===== config.mk =====
export PLATFORM = sky130hd
export DESIGN_NAME = score_bcd_ctrl
export DESIGN_NICKNAME = d
export VERILOG_FILES = /design/src/rtl/score_bcd_ctrl.sv
export SDC_FILE = /design/constraint.sdc
export NUM_CORES = 1
export LEC_CHECK = 0
export BUFFER_PORTS_ARGS = -buffer_cell sky130_fd_sc_hd__clkbuf_2
export CAP_MARGIN = 15
export CORE_MARGIN = 2
export CORE_UTILIZATION = 40
export CTS_CLUSTER_DIAMETER = 30
export DETAILED_ROUTE_END_ITERATION = 10
export HOLD_SLACK_MARGIN = 0.03
export SLEW_MARGIN = 25
export SYNTH_ARGS = -nofsm -noshare
export SYNTH_HDL_FRONTEND = slang
export SYNTH_SLANG_ARGS = --single-unit

===== constraint.sdc =====
create_clock -name clk -period 1.95 [get_ports clk]
set_input_delay 0.585 -clock clk [delete_from_list [all_inputs] [get_ports clk]]
set_output_delay 0.585 -clock clk [all_outputs]
set_load 0.01 [all_outputs]

===== src/rtl/score_bcd_ctrl.sv =====
// score_bcd_ctrl: serial double-dabble converter from a clamped binary score to 2-digit packed BCD
module score_bcd_ctrl #(
    parameter logic [7:0] SAT_VAL = 8'd99
) (
    input  logic       clk,
    input  logic       n_rst,
    input  logic       req,
    input  logic [7:0] bin,
    output logic       busy,
    output logic       done,
    output logic [7:0] bcd,
    output logic       ovf
);
    localparam logic [0:0] IDLE = 1'b0;
    localparam logic [0:0] CONV = 1'b1;

    logic [0:0]  state_q, state_d;
    logic [19:0] shift_q, shift_d;
    logic [2:0]  cnt_q, cnt_d;
    logic        clamp_q, clamp_d;
    logic [7:0]  bcd_q, bcd_d;
    logic        ovf_q, ovf_d;
    logic        done_q, done_d;
    logic [19:0] adj;

    function automatic logic [3:0] dab(input logic [3:0] n);
        return (n >= 4'd5) ? n + 4'd3 : n;
    endfunction

    // Add-3 correction on the three BCD nibbles before each shift
    always_comb begin
        adj = {dab(shift_q[19:16]), dab(shift_q[15:12]), dab(shift_q[11:8]), shift_q[7:0]};
    end

    // Capture in IDLE, one correct-and-shift per CONV cycle; outputs only move on the last one
    always_comb begin
        state_d = state_q;
        shift_d = shift_q;
        cnt_d   = cnt_q;
        clamp_d = clamp_q;
        bcd_d   = bcd_q;
        ovf_d   = ovf_q;
        done_d  = 1'b0;
        if (state_q == IDLE) begin
            if (req) begin
                shift_d = {12'b0, (bin > SAT_VAL) ? SAT_VAL : bin};
                clamp_d = bin > SAT_VAL;
                cnt_d   = 3'd0;
                state_d = CONV;
            end
        end else begin
            shift_d = {adj[18:0], 1'b0};
            cnt_d   = cnt_q + 3'd1;
            if (cnt_q == 3'd7) begin
                bcd_d   = shift_d[15:8];
                ovf_d   = clamp_q;
                state_d = IDLE;
                done_d  = 1'b1;
            end
        end
    end

    // State registers; reset aborts any conversion in flight
    always_ff @(posedge clk or negedge n_rst) begin
        if (!n_rst) begin
            state_q <= IDLE;
            shift_q <= 20'd0;
            cnt_q   <= 3'd0;
            clamp_q <= 1'b0;
            bcd_q   <= 8'h00;
            ovf_q   <= 1'b0;
            done_q  <= 1'b0;
        end else begin
            state_q <= state_d;
            shift_q <= shift_d;
            cnt_q   <= cnt_d;
            clamp_q <= clamp_d;
            bcd_q   <= bcd_d;
            ovf_q   <= ovf_d;
            done_q  <= done_d;
        end
    end

    assign busy = (state_q == CONV);
    assign done = done_q;
    assign bcd  = bcd_q;
    assign ovf  = ovf_q;
endmodule


==> metrics.cfg <==
[placed_design]
gp_congestion = 0.808
hpwl_mm = 2.39
portBuffers = 21
place_area_um2 = 1720

[pwr]
p_per_area_nw_per_um2 = 1550
vdd_drop_max_v = 0.000553
power_w = 0.00278
power.leakage_nw = 0.823

[floorplan]
core_um2 = 3720
rows = 22
die_y_um = 66.4
die_w_um = 66.4
pin_count = 22
start_util_pct = 41.9
die-area_um2 = 4410

[logic_synthesis]
ys_types = 37
synth_top_flop_cell = dfrtp_1
synth_nets = 180
avgSynthCellArea_um2 = 9.56
ys_ff_latch = 31
yosysTopAreaCell = dfrtp_1
synth-edff-count = 0
netlist_instances = 163
postSynth.asyncResetShare_pct = 100
synth_area_leaders = dfrtp_1 (50%), ha_1 (4.8%), nand2_1 (4.8%)
synth_top_cell_area_share_pct = 49.8
synth-seq-area-share_pct = 49.8
netlist_area_um2 = 1560
synth_warnings = 0

[clocking]
cts-root-buf = clkbuf_8
clkSinkCount = 31
htree_levels = 2
clockBufferDepth = 2
cts_resized = 0
cts_setup_buffers = 0
clk_pin_slew_ns = 0.06
cts-hold-fix-buffers = 0
cts_buffers = 5
cts_tree = yes
clkLatencyLatePin_ns = 0.27

[timing]
rsz0062_at_grt = no
setup-violations-final = 0
skew_ns = 0.00371
totalNegativeSetupSlack_ns = 0
tightest_slew_ns = 0.496
fin_crit_ns = 1.66
slew_violations = 0
min_period_over_period_pct = 85.0
hold_viol_final = 0
hold_slack_ns = 0.239
fmax_mhz = 603
slew-limit-headroom_pct = 66.9

[final_layout]
fillers = 352
post_route_cells_drive_above_1_share_pct = 17.9
postLayoutCellArea_um2 = 1790
diodes = 0
final_cell_mix = dfrtp_1 (31), clkbuf_2 (21), nand2_1 (20), nand3_1 (11), inv_1 (10)
multi_input_area_um2 = 703
area_growth_pct = 14.9
final_common_cell = dfrtp_1
nets = 202
seq_area_um2 = 776

[setup_path]
crit_arrival_ns = 1.87
rr_startpoint = shift_q[8]$_DFFE_PN0P_
reg2regPathDepth = 5
endpoint_kind = register
cp.required_ns = 2.16
crit_start = shift_q[8]$_DFFE_PN0P_
critPathMaxFanout = 6
crit_type = reg -> reg
startpoint_type = register
r2r_slack_ns = 0.29
worstReg2RegEnd = bcd[4]$_DFFE_PN0P_

[routing]
drtIter0Drc = 138
wire_per_inst_um = 14.1
drc = 0
routed-via-count = 1311
drtAntennaViolNets = 0
wirelength_mm = 3.26
first_pass_iters = 4
viasPerCell = 5.65

[worst_hold_path]
worstHoldPathType = in -> async

[run]
maxCapViolCount = 0

[global_routing]
grt_overflow = 0
grt_pass1_wl_mm = 5.60
grt_pass1_vias = 1171
grt_max_degree = 27
gr-usage-all-layers_pct = 17.0
antenna_found_initial = 0

[outcome]
status = complete, no violations

per-layer routing:
| layer | track usage (%) | vias up | wire length, µm |
|---|---|---|---|
| met1 | 23.5 | 619 | 1550 |
| met2 | 25.3 | 46 | 1470 |
| met4 | 6.89 | 0 | 44 |
| met3 | 4.09 | 7 | 194 |
| met5 | 0 | - | 0 |
| li1 | - | 639 | - |
report_power, final:
group | leakage [nW] | switching (W) | internal [W]
logic | 0.402 | 0.000646 | 0.000491
registers | 0.384 | 0.000256 | 0.000935
clock network | 0.0371 | 0.000211 | 0.000237
registers in the layout (all words and copies together), names as in the netlist:
name,flops
cnt_q,3
ovf,1
bcd,8
shift_q,16
clamp_q,1
done,1
busy,1
logic make-up (layout without fill, tap and decap cells):
logic type,after synthesis,count (layout),share of synthesized area [%]
AND/OR/NAND/NOR,60,60,19.0
buffers and inverters,19,40,5.06
adder cells (fa/ha/maj),6,6,4.82
flip-flops,31,31,49.8
multiplexers,1,1,0.643
AO/OA/AOI/OAI,46,46,20.6
worst max-delay path, stage by stage (launching register included):
cell     delay, ns
dfrtp_1       0.45
inv_1         0.14
ha_1          0.26
and2b_1       0.23
or4_1         0.41
nand3_1       0.09
synth_stat cells, types with 3 or more instances:
library cell	n
nand2_1	20
a31oi_1	4
nor2_1	8
nand2b_1	3
inv_1	10
a21oi_1	8
buf_2	6
o21ai_0	9
o31ai_1	4
nand3_1	11
nand4_1	4
ha_1	6
o2111ai_1	3
a2bb2oi_1	4
dfrtp_1	31
clkbuf_1	3
how the worst max path moves through the flow:
stage	endpoint	slack, ns	cells past startpoint
3_5_place_dp	bcd[4]$_DFFE_PN0P_	0.33	5
3_3_place_gp	bcd[4]$_DFFE_PN0P_	0.32	5
2_1_floorplan	bcd[4]$_DFFE_PN0P_	0.47	5
4_1_cts	bcd[4]$_DFFE_PN0P_	0.31	5
6_report	bcd[4]$_DFFE_PN0P_	0.29	5
5_1_grt	bcd[1]$_DFFE_PN0P_	0.14	6
stage by stage:
step | worst slack [ns] | instances | utilization [%]
3_3_place_gp | 0.323 | 226 | 46.2
3_5_place_dp | 0.326 | 226 | 46.2
6_report | 0.293 | 232 | 48.1
5_1_grt | 0.140 | 232 | 48.1
2_1_floorplan | 0.474 | 163 | -
4_1_cts | 0.310 | 232 | 48.1
layout make-up:
type / count / share of cell area, %
timing repair buffer: 24 / 7.83
sequential: 31 / 43.4
tap: 48 / 3.36
clock buffer: 6 / 4.06
multi-input combinational: 113 / 39.3
inverter: 10 / 2.10
(Power assumes the default switching activity.)
